**config.mk**
```make
export PLATFORM = sky130hd
export DESIGN_NAME = spi_master
export DESIGN_NICKNAME = d
export VERILOG_FILES = /design/src/rtl/spi_master.sv
export SDC_FILE = /design/constraint.sdc
export NUM_CORES = 1
export LEC_CHECK = 0
export BUFFER_PORTS_ARGS = -buffer_cell sky130_fd_sc_hd__buf_4
export CORE_ASPECT_RATIO = 1.75
export CORE_UTILIZATION = 35
export DETAILED_ROUTE_END_ITERATION = 8
export HOLD_SLACK_MARGIN = 0.1
export SETUP_SLACK_MARGIN = 0.15
export SLEW_MARGIN = 5
export SYNTH_ARGS = -nofsm -noshare
export SYNTH_HDL_FRONTEND = slang
export SYNTH_SLANG_ARGS = --single-unit
```
**constraint.sdc**
```tcl
create_clock -name clk -period 2.8 [get_ports clk]
set_input_delay 0.56 -clock clk [delete_from_list [all_inputs] [get_ports clk]]
set_output_delay 0.56 -clock clk [all_outputs]
set_load 0.05 [all_outputs]
```
**src/rtl/spi_master.sv**
```systemverilog
// SPI master: single clock, synchronous active-low reset (nreset).
// Frame of up to DATA_WIDTH bits, MSB first, all four SPI modes, SCK
// half-period of clk_div+1 clk cycles.
// Optional feature: define SPI_MASTER_LOOPBACK_EN to add a loopback input
// that feeds the master's own mosi bit back into the receive path.
module spi_master #(
    parameter int DATA_WIDTH = 120,
    parameter int CNT_WIDTH  = 8,
    parameter int DIV_WIDTH  = 8
) (
    input  logic                  clk,
    input  logic                  nreset,
    input  logic                  start,
    input  logic [CNT_WIDTH-1:0]  bit_count,
    input  logic [DIV_WIDTH-1:0]  clk_div,
    input  logic                  cpol,
    input  logic                  cpha,
    input  logic [DATA_WIDTH-1:0] tx_data,
`ifdef SPI_MASTER_LOOPBACK_EN
    input  logic                  loopback,
`endif
    input  logic                  miso,
    output logic [DATA_WIDTH-1:0] rx_data,
    output logic                  busy,
    output logic                  done,
    output logic                  sck,
    output logic                  mosi,
    output logic                  ncs
);

    localparam int EDGE_W = $clog2(2 * DATA_WIDTH + 1);
    localparam int HALF_W = DIV_WIDTH + 1;

    typedef enum logic [1:0] {IDLE, SETUP, XFER, HOLD} state_t;

    state_t                state_reg, state_next;
    logic [HALF_W-1:0]     cnt_reg, cnt_next;
    logic [EDGE_W-1:0]     edge_reg, edge_next;
    logic [DIV_WIDTH-1:0]  div_reg, div_next;
    logic                  cpol_reg, cpol_next;
    logic                  cpha_reg, cpha_next;
    logic                  first_reg, first_next;
    logic [DATA_WIDTH-1:0] tx_reg, tx_next;
    logic [DATA_WIDTH-1:0] rx_reg, rx_next;
    logic                  sck_reg, sck_next;
    logic                  ncs_reg, ncs_next;
    logic                  busy_reg, busy_next;
    logic                  done_reg, done_next;

    logic [31:0]           n_req;
    logic [EDGE_W-1:0]     edges_req;
    logic                  mosi_int;
    logic                  sample_bit;
    logic                  leading;

    // Requested frame length, clamped to the shift register, as SCK edge count.
    assign n_req     = 32'(bit_count);
    assign edges_req = (n_req > 32'(DATA_WIDTH)) ? EDGE_W'(2 * DATA_WIDTH)
                                                 : EDGE_W'(n_req << 1);

    // mosi is forced low whenever the slave is not selected.
    assign mosi_int = tx_reg[DATA_WIDTH-1] & ~ncs_reg;

`ifdef SPI_MASTER_LOOPBACK_EN
    assign sample_bit = loopback ? mosi_int : miso;
`else
    assign sample_bit = miso;
`endif

    // An edge that leaves the idle level of SCK is a leading edge.
    assign leading = (sck_reg == cpol_reg);

    // Next-state and datapath logic; every phase counts cnt_reg down to zero.
    always_comb begin
        state_next = state_reg;
        cnt_next   = cnt_reg;
        edge_next  = edge_reg;
        div_next   = div_reg;
        cpol_next  = cpol_reg;
        cpha_next  = cpha_reg;
        first_next = first_reg;
        tx_next    = tx_reg;
        rx_next    = rx_reg;
        sck_next   = sck_reg;
        ncs_next   = ncs_reg;
        busy_next  = busy_reg;
        done_next  = 1'b0;
        case (state_reg)
            IDLE: begin
                // The done cycle itself never accepts a new request.
                if (start && !done_reg) begin
                    div_next   = clk_div;
                    cpol_next  = cpol;
                    cpha_next  = cpha;
                    tx_next    = tx_data;
                    rx_next    = '0;
                    sck_next   = cpol;
                    first_next = 1'b1;
                    busy_next  = 1'b1;
                    edge_next  = edges_req;
                    if (edges_req == '0) begin
                        // Empty frame: no chip select, straight to completion.
                        state_next = HOLD;
                        cnt_next   = '0;
                    end else begin
                        // Setup phase runs clk_div+2 cycles, giving the
                        // (2N+2)*(clk_div+1)+1 cycle frame latency.
                        state_next = SETUP;
                        ncs_next   = 1'b0;
                        cnt_next   = {1'b0, clk_div} + 1'b1;
                    end
                end
            end
            SETUP: begin
                if (cnt_reg == '0) begin
                    state_next = XFER;
                    cnt_next   = {1'b0, div_reg};
                end else begin
                    cnt_next = cnt_reg - 1'b1;
                end
            end
            XFER: begin
                if (cnt_reg == '0) begin
                    cnt_next  = {1'b0, div_reg};
                    sck_next  = ~sck_reg;
                    edge_next = edge_reg - 1'b1;
                    if (leading ^ cpha_reg) begin
                        rx_next = {rx_reg[DATA_WIDTH-2:0], sample_bit};
                    end else if (cpha_reg && first_reg) begin
                        // First bit is already on mosi; the first shift edge keeps it.
                        first_next = 1'b0;
                    end else begin
                        tx_next = tx_reg << 1;
                    end
                    if (edge_reg == EDGE_W'(1)) begin
                        state_next = HOLD;
                    end
                end else begin
                    cnt_next = cnt_reg - 1'b1;
                end
            end
            HOLD: begin
                if (cnt_reg == '0) begin
                    state_next = IDLE;
                    ncs_next   = 1'b1;
                    busy_next  = 1'b0;
                    done_next  = 1'b1;
                end else begin
                    cnt_next = cnt_reg - 1'b1;
                end
            end
            default: state_next = IDLE;
        endcase
    end

    // State register.
    always_ff @(posedge clk) begin
        if (!nreset) begin
            state_reg <= IDLE;
        end else begin
            state_reg <= state_next;
        end
    end

    // Datapath and output registers; reset aborts any frame without done.
    always_ff @(posedge clk) begin
        if (!nreset) begin
            cnt_reg   <= '0;
            edge_reg  <= '0;
            div_reg   <= '0;
            cpol_reg  <= 1'b0;
            cpha_reg  <= 1'b0;
            first_reg <= 1'b0;
            tx_reg    <= '0;
            rx_reg    <= '0;
            sck_reg   <= 1'b0;
            ncs_reg   <= 1'b1;
            busy_reg  <= 1'b0;
            done_reg  <= 1'b0;
        end else begin
            cnt_reg   <= cnt_next;
            edge_reg  <= edge_next;
            div_reg   <= div_next;
            cpol_reg  <= cpol_next;
            cpha_reg  <= cpha_next;
            first_reg <= first_next;
            tx_reg    <= tx_next;
            rx_reg    <= rx_next;
            sck_reg   <= sck_next;
            ncs_reg   <= ncs_next;
            busy_reg  <= busy_next;
            done_reg  <= done_next;
        end
    end

    assign rx_data = rx_reg;
    assign busy    = busy_reg;
    assign done    = done_reg;
    assign sck     = sck_reg;
    assign ncs     = ncs_reg;
    assign mosi    = mosi_int;

endmodule

```
==> results.sh, run 1 <==
export IMPL_cts_sinks=274
export IMPL_via_per_inst=5.44
export IMPL_overflow=0
export IMPL_finalInstanceArea_sq_um=14900
export IMPL_fmax_mhz=420
export IMPL_cts_resized=0
export IMPL_critPathCaptureType="flip-flop"
export IMPL_clock_root_buffer="clkbuf_16"
export IMPL_path_clk_slew_ps=70
export IMPL_syn_nets=1370
export IMPL_synthTopCellsByArea="dfxtp_1, mux2i_1, o211a_1"
export IMPL_antenna_found_initial=1
export IMPL_grt_max_degree=121
export IMPL_clk_latency_ps=550
export IMPL_hold_viol=0
export IMPL_holdWs_ps=281
export IMPL_wl_per_cell_um=17.3
export IMPL_setup_tns_ps=0
export IMPL_postCtsSetupBuffers=0
export IMPL_drt_iter0_drc=322
export IMPL_final_nets=1569
export IMPL_postRouteAntennaNets=0
export IMPL_fin_crit_ps=2380
export IMPL_synth_ff_type="dfxtp_1"
export IMPL_drtPass1Iterations=6
export IMPL_cts_hold_buffers=0
export IMPL_finalSetupViolCount=0
export IMPL_htree_levels=1
export IMPL_yosysTopAreaCellShare=0.468
export IMPL_status="finished clean"
export IMPL_drv_slew=0
export IMPL_numPortBuffers=266
export IMPL_hp_class="in -> reg"
export IMPL_drc=0
export IMPL_grt_first_pass_wirelength_um=51300
export IMPL_max_cap_violations=0
export IMPL_tightestPinTransition_ps=646
export IMPL_worstPathArrival_ps=2780
export IMPL_synth_cell_types=59
export IMPL_finClkSkew_ps=14.8
export IMPL_grt_usage=0.182
export IMPL_area_growth_pct=27.5
export IMPL_critPathLaunchType="flip-flop"
export IMPL_die_x_um=140
export IMPL_die_area_sq_um=34300
export IMPL_p_leak_nw=6.82
export IMPL_cts_tree="built"
export IMPL_synth_warnings=0
export IMPL_drive_gt1_frac=0.245
export IMPL_ys_ff_latch=274
export IMPL_worstPathRequired_ps=3200
export IMPL_seq_area_frac_synth=0.468
export IMPL_synth_avg_cell_area_sq_um=9.61
export IMPL_grt_setup_unrepaired="no"
export IMPL_core_sq_um=32900
export IMPL_dp_hpwl_um=21200
export IMPL_worstPathMaxFanout=120
export IMPL_synth_edf_count=0
export IMPL_slowest_stage="buf_12"
export IMPL_dpl_cell_area_sq_um=14000
export IMPL_power_density_nw_per_um2=985
export IMPL_pin_count=267
export IMPL_clock_path_buffers=3
export IMPL_vias=10045
export IMPL_start_util=0.356
export IMPL_worstSetupPathType="reg -> reg"
export IMPL_slew_headroom=0.569
export IMPL_cp_cell_sequence="inv_1 > ha_1 > nor4b_4 > and2_1 > nand2_1 > a21oi_4 > buf_12 > o22ai_1"
export IMPL_ir_worst_vdd_mv=0.861
export IMPL_die_y_um=244
export IMPL_finalCritPeriodShare=0.850
export IMPL_fin_util=0.454
export IMPL_cts_buffers=28
export IMPL_finalWirelength_um=31900
export IMPL_rows=88
export IMPL_gp_congestion=0.842
export IMPL_grt_pass1_vias=9995
export IMPL_synth_largest_area_cell="dfxtp_1"
export IMPL_critPathMaxStageDelay_ps=400
export IMPL_synthArstFlopShare=0
export IMPL_netlist_instances=1219
export IMPL_syn_area_sq_um=11700
export IMPL_diodes=0
## cell usage after synthesis, types with 4 or more instances
library cell	count
dfxtp_1	274
nand2_1	164
nand3_1	125
o22ai_1	122
mux2i_1	119
o211a_1	119
clkbuf_1	60
buf_2	33
o21ai_0	22
a21boi_0	16
a21oi_1	15
nor2_1	14
buf_4	11
buf_6	11
inv_1	11
ha_1	9
xnor2_1	8
nor3_1	6
xor2_1	6
and3_1	5
a222oi_1	4
and2_1	4
buf_1	4
or4_1	4
## through the flow
stage,worst slack [ps],total power [mW],instances
2_1_floorplan,704,9.60,1219
3_3_place_gp,386,10.8,1793
3_5_place_dp,392,10.9,1793
4_1_cts,481,14.9,1845
5_1_grt,255,15.7,1845
6_report,419,14.7,1845
## worst max-delay path: cells and delay by family, from the launching register on
family          cells  cell delay, ps
compound gates      2             360
fa+ha+maj           1             160
buf+inv             2             530
flops               1             350
simple gates        3             740
## cell families after synthesis
family,Yosys count,synth area share
and+or+nand+nor,345,0.137
adders and majority gates,9,0.00961
buffers and inverters,130,0.0557
xor gates and xnor gates,14,0.0105
muxes,120,0.103
AOI/OAI and AO/OA,327,0.216
DFF,274,0.468
## power by group
| part | switching (mW) | internal [mW] |
|---|---|---|
| logic | 3.29 | 2.30 |
| clock network | 1.63 | 2.28 |
| registers | 0.505 | 4.73 |
## cells in the final DEF (no fill, tap or decap), drive strengths merged, types with 3 or more instances in the layout
cell and count:
a222oi 4, nor2b 3, o211a 119, and2 5, mux2i 119, inv 12, a21boi 16, nand2 165
a21oi 16, xnor2 8, o22ai 122, or4 4, xor2 6, nor3 6, and3 5, nand3 125
clkinvlp 7, dfxtp 274, nor2 14, buf 287, ha 9, a31oi 3, bufinv 3, clkbuf 35
nor4 3, clkinv 7, nand4 3, o21ai 26
## area by class of cell
class / count / area [sq um]
Fill cell: 3197 / 18000
Multi-Input combinational cell: 815 / 5630
Sequential cell: 274 / 5490
Timing Repair Buffer: 288 / 2310
Clock buffer: 34 / 785
Tap cell: 405 / 507
Clock inverter: 18 / 193
Inverter: 11 / 41.3
## metal layers
metal,GRT usage,vias to the layer above,share of wire
li1,-,4912,-
met2,0.329,286,0.51
met4,0.0646,2,0.028
met5,0,-,0.00028
met3,0.0491,55,0.073
met1,0.201,4790,0.39
## final timing paths
kind	from	endpoint	slack [ps]	depth (start not counted)
setup / recovery	cnt_reg[0]	rx_data[14]	420	8
hold / removal	cpol	cpol_reg	280	3
setup reg to reg	cnt_reg[0]	rx_data[14]	420	8
hold reg to reg	div_reg[1]	div_reg[1]	460	2
Power figures use the tool's default switching activity.
==> run 2, diff against run 1 <==
RECOVER_POWER = 50   (was not set)
==> results.sh, run 2 (synthesis gave the netlist of run 1 again) <==
export IMPL_status="finished clean"
export IMPL_path_delay_family="simple AND/OR/NAND/NOR gates"
export IMPL_clk_latency_ps=550
export IMPL_diodes=0
export IMPL_slew_headroom=0.483
export IMPL_multiInputGateArea_sq_um=5620
export IMPL_dp_hpwl_um=21200
export IMPL_setup_tns_ps=0
export IMPL_finClkSkew_ps=14.4
export IMPL_drv_slew=0
export IMPL_clock_root_buffer="clkbuf_16"
export IMPL_clock_path_buffers=3
export IMPL_cts_hold_buffers=0
export IMPL_drtPass1Iterations=4
export IMPL_rows=88
export IMPL_tightestPinTransition_ps=770
export IMPL_htree_levels=1
export IMPL_fmax_mhz=414
export IMPL_critPathBufInv=2
export IMPL_worstPathMaxFanout=120
export IMPL_worstSetupPathType="reg -> reg"
export IMPL_postCtsSetupBuffers=0
export IMPL_critPathCaptureType="flip-flop"
export IMPL_cts_sinks=274
export IMPL_worstPathArrival_ps=2820
export IMPL_core_sq_um=32900
export IMPL_power_density_nw_per_um2=1020
export IMPL_grt_max_degree=121
export IMPL_wl_per_cell_um=17.4
export IMPL_drc=0
export IMPL_grt_first_pass_wirelength_um=51300
export IMPL_die_x_um=140
export IMPL_path_clk_slew_ps=60
export IMPL_grt_pass1_vias=9995
export IMPL_worstPathRequired_ps=3200
export IMPL_antenna_found_initial=1
export IMPL_gp_congestion=0.842
export IMPL_fin_crit_ps=2420
export IMPL_n_fill_cell=3350
export IMPL_ir_worst_vdd_mv=0.861
export IMPL_dpl_cell_area_sq_um=14000
export IMPL_r2r_setup_slack_ps=380
export IMPL_drt_iter0_drc=301
export IMPL_final_common_cell="dfxtp_1"
export IMPL_slowest_stage="buf_12"
export IMPL_finalSetupViolCount=0
export IMPL_vias=10031
export IMPL_regArea_sq_um=5490
export IMPL_final_cell_mix="dfxtp_1, nand2_1, buf_4"
export IMPL_critPathMaxStageDelay_ps=400
export IMPL_hold_viol=0
export IMPL_die_y_um=244
export IMPL_start_util=0.356
export IMPL_finalInstanceArea_sq_um=14500
export IMPL_die_area_sq_um=34300
export IMPL_cp_cell_sequence="inv_1 > ha_1 > nor4b_4 > and2_0 > nand2_1 > a21oi_4 > buf_12 > o22ai_1"
export IMPL_finalWirelength_um=32200
export IMPL_hp_class="in -> reg"
export IMPL_drive_gt1_frac=0.156
export IMPL_via_per_inst=5.44
export IMPL_p_leak_nw=6.28
export IMPL_grt_usage=0.182
export IMPL_finalCritPeriodShare=0.864
export IMPL_area_growth_pct=23.4
export IMPL_final_nets=1569
export IMPL_cts_tree="built"
export IMPL_overflow=0
export IMPL_critPathLaunchType="flip-flop"
export IMPL_cts_buffers=28
export IMPL_postRouteAntennaNets=0
export IMPL_grt_setup_unrepaired="no"
export IMPL_pin_count=267
export IMPL_max_cap_violations=0
export IMPL_numPortBuffers=266
export IMPL_cts_resized=0
-- run 2: changes by cell type in the layout (fill, tap and decap cells not counted), moves of 2 or more --
cell      previous run  this run
buf_4              276       150
and2_0               1         3
and2_1               3         1
clkbuf_1             1       127
-- run 2: path summary, 6_finish.rpt --
kind / end / depth (start not counted) / start
hold / removal: cpol_reg / 3 / cpol
setup reg to reg: rx_data[22] / 8 / cnt_reg[0]
hold reg to reg: div_reg[1] / 2 / div_reg[1]
setup / recovery: rx_data[22] / 8 / cnt_reg[0]
-- run 2: layer usage --
metal,share of wire,vias to the layer above,global-route usage
met2,0.51,296,0.329
li1,-,4903,-
met3,0.076,55,0.0491
met1,0.39,4775,0.201
met5,0.00028,-,0
met4,0.028,2,0.0646
-- run 2: metrics by stage --
step	total power [mW]	setup slack, ps	util	instances	hold slack, ps
after detailed placement	10.9	392	0.424	1793	461
final	14.7	382	0.439	1845	279
after CTS	14.9	481	0.454	1845	257
after global placement	10.8	386	0.424	1793	459
after global routing	15.6	196	0.439	1845	278
after floorplan	9.60	704	-	1219	436
-- run 2: power breakdown --
group / switching (mW) / internal, mW
combinational: 3.27 / 2.27
clock: 1.63 / 2.28
sequential: 0.506 / 4.73
total: 5.41 / 9.29
-- run 2: tightest hold or removal path, cell delays in order --
cell and delay [ps]:
buf_4 110, nand2_1 40, a21boi_0 60
-- run 2: area by class of cell --
cell class	count	area share
multi-input combinational	815	0.389
sequential	274	0.379
timing repair buffer	288	0.127
clock buffer	34	0.0542
tap	405	0.0350
clock inverter	18	0.0133
inverter	11	0.00285
==> run 3, diff against run 2 <==
PLACE_DENSITY = 0.67   (was not set)
==> results.sh, run 3 (synthesis gave the netlist of run 1 again) <==
export IMPL_grt_usage=0.181
export IMPL_cts_buffers=27
export IMPL_finalWirelength_um=32100
export IMPL_top_layer_used="met4"
export IMPL_die_x_um=140
export IMPL_slowest_stage="buf_2"
export IMPL_clk_latency_ps=550
export IMPL_path_clk_slew_ps=60
export IMPL_rows=88
export IMPL_grt_first_pass_wirelength_um=50900
export IMPL_cts_tree="built"
export IMPL_hold_viol=0
export IMPL_via_per_inst=5.49
export IMPL_antenna_found_initial=0
export IMPL_swShare=0.367
export IMPL_die_area_sq_um=34300
export IMPL_clock_path_buffers=3
export IMPL_grt_pass1_vias=9978
export IMPL_power_frac_clock=0.267
export IMPL_grt_max_degree=120
export IMPL_cts_hold_buffers=0
export IMPL_p_int_mw=9.35
export IMPL_final_cell_mix="dfxtp_1, nand2_1, buf_4"
export IMPL_setup_tns_ps=0
export IMPL_power_frac_seq=0.354
export IMPL_drtPass1Iterations=5
export IMPL_worstPathArrival_ps=2830
export IMPL_htree_levels=1
export IMPL_finalSetupViolCount=0
export IMPL_r2r_setup_slack_ps=340
export IMPL_layout_setup_ws_ps=339
export IMPL_r2r_cells=7
export IMPL_pin_count=267
export IMPL_endpoint="rx_data[2]"
export IMPL_power_density_nw_per_um2=1020
export IMPL_postRouteAntennaNets=0
export IMPL_finalCritPeriodShare=0.879
export IMPL_worstPathMaxFanout=44
export IMPL_p_leak_nw=6.31
export IMPL_critPathLaunchType="flip-flop"
export IMPL_max_cap_violations=0
export IMPL_cts_resized=0
export IMPL_r2r_start="cnt_reg[0]"
export IMPL_pre_cts_ws_ps=498
export IMPL_vias=10138
export IMPL_core_sq_um=32900
export IMPL_slew_headroom=0.478
export IMPL_tightestPinTransition_ps=783
export IMPL_fmax_mhz=406
export IMPL_final_common_cell="dfxtp_1"
export IMPL_dpl_cell_area_sq_um=14000
export IMPL_drc=0
export IMPL_holdWs_ps=282
export IMPL_wl_met2_um=16400
export IMPL_hp_class="in -> reg"
export IMPL_worstPathRequired_ps=3170
export IMPL_overflow=0
export IMPL_critPathLaunch="cnt_reg[0]"
export IMPL_worstSetupPathType="reg -> reg"
export IMPL_diodes=0
export IMPL_gp_congestion=0.902
export IMPL_finClkSkew_ps=20.2
export IMPL_cts_sinks=274
export IMPL_cp_cell_sequence="inv_1 > ha_1 > nor4b_4 > and2_0 > nand4_1 > buf_2 > o22ai_1"
export IMPL_critPathMaxStageDelay_ps=700
export IMPL_drt_iter0_drc=380
export IMPL_fin_util=0.440
export IMPL_drv_slew=0
export IMPL_wl_per_cell_um=17.4
export IMPL_wl_met1_um=12700
export IMPL_p_switching_mw=5.41
export IMPL_met3_length_um=2070
export IMPL_numPortBuffers=266
export IMPL_clock_root_buffer="clkbuf_16"
export IMPL_placed_cells_incl_taps=1799
export IMPL_status="finished clean"
export IMPL_final_nets=1574
export IMPL_die_y_um=244
export IMPL_fin_cells=1848
export IMPL_reg2reg_to="rx_data[2]"
export IMPL_area_growth_pct=23.6
export IMPL_critPathCaptureType="flip-flop"
export IMPL_p_total_mw=14.8
export IMPL_fin_crit_ps=2460
export IMPL_finalInstanceArea_sq_um=14500
export IMPL_grt_setup_unrepaired="no"
export IMPL_postCtsSetupBuffers=0
export IMPL_ir_worst_vdd_mv=1.08
export IMPL_drive_gt1_frac=0.157
export IMPL_combPwrFrac=0.379
export IMPL_start_util=0.356
export IMPL_dp_hpwl_um=21600
[run 3: layout make-up]
cell class              instances  area, sq um
flip-flops and latches        274         5490
multi-input cells             815         5610
repair buffers                294         1870
clock buffers                  35          776
inverters                      11         41.3
clock inverters                14          199
fillers                      3309        18400
well taps                     405          507
[run 3: how the worst min path moves through the flow]
stage	startpoint	endpoint	slack, ps	depth (start not counted)
2_1_floorplan	tx_reg[0]	tx_reg[0]	440	2
3_3_place_gp	div_reg[7]	div_reg[7]	470	2
3_5_place_dp	div_reg[7]	div_reg[7]	470	2
4_1_cts	cpha	cpha_reg	260	3
5_1_grt	cpha	cpha_reg	290	3
6_report	cpha	cpha_reg	280	3
[run 3: critical path: cells and delay by family, from the launching register on]
| kind | cells | cell delay, ps |
|---|---|---|
| adders and majority gates | 1 | 210 |
| buffers and inverters | 2 | 800 |
| AOI/OAI and AO/OA | 1 | 180 |
| DFF | 1 | 390 |
| and+or+nand+nor | 3 | 710 |
[run 3: power groups by stage]
stage | Sequential, mW | Clock (mW) | Combinational (mW)
3_3_place_gp | 5.28 | 0 | 5.61
3_5_place_dp | 5.31 | 0 | 5.68
4_1_cts | 5.23 | 4.07 | 5.71
2_1_floorplan | 5.21 | 0 | 4.39
6_report | 5.23 | 3.94 | 5.59
5_1_grt | 5.34 | 4.19 | 6.14
[run 3: layer usage]
| metal | vias up | GRT usage |
|---|---|---|
| li1 | 4916 | - |
| met1 | 4861 | 0.199 |
| met2 | 304 | 0.335 |
| met3 | 57 | 0.0413 |
| met4 | 0 | 0.0666 |
| met5 | - | 0 |
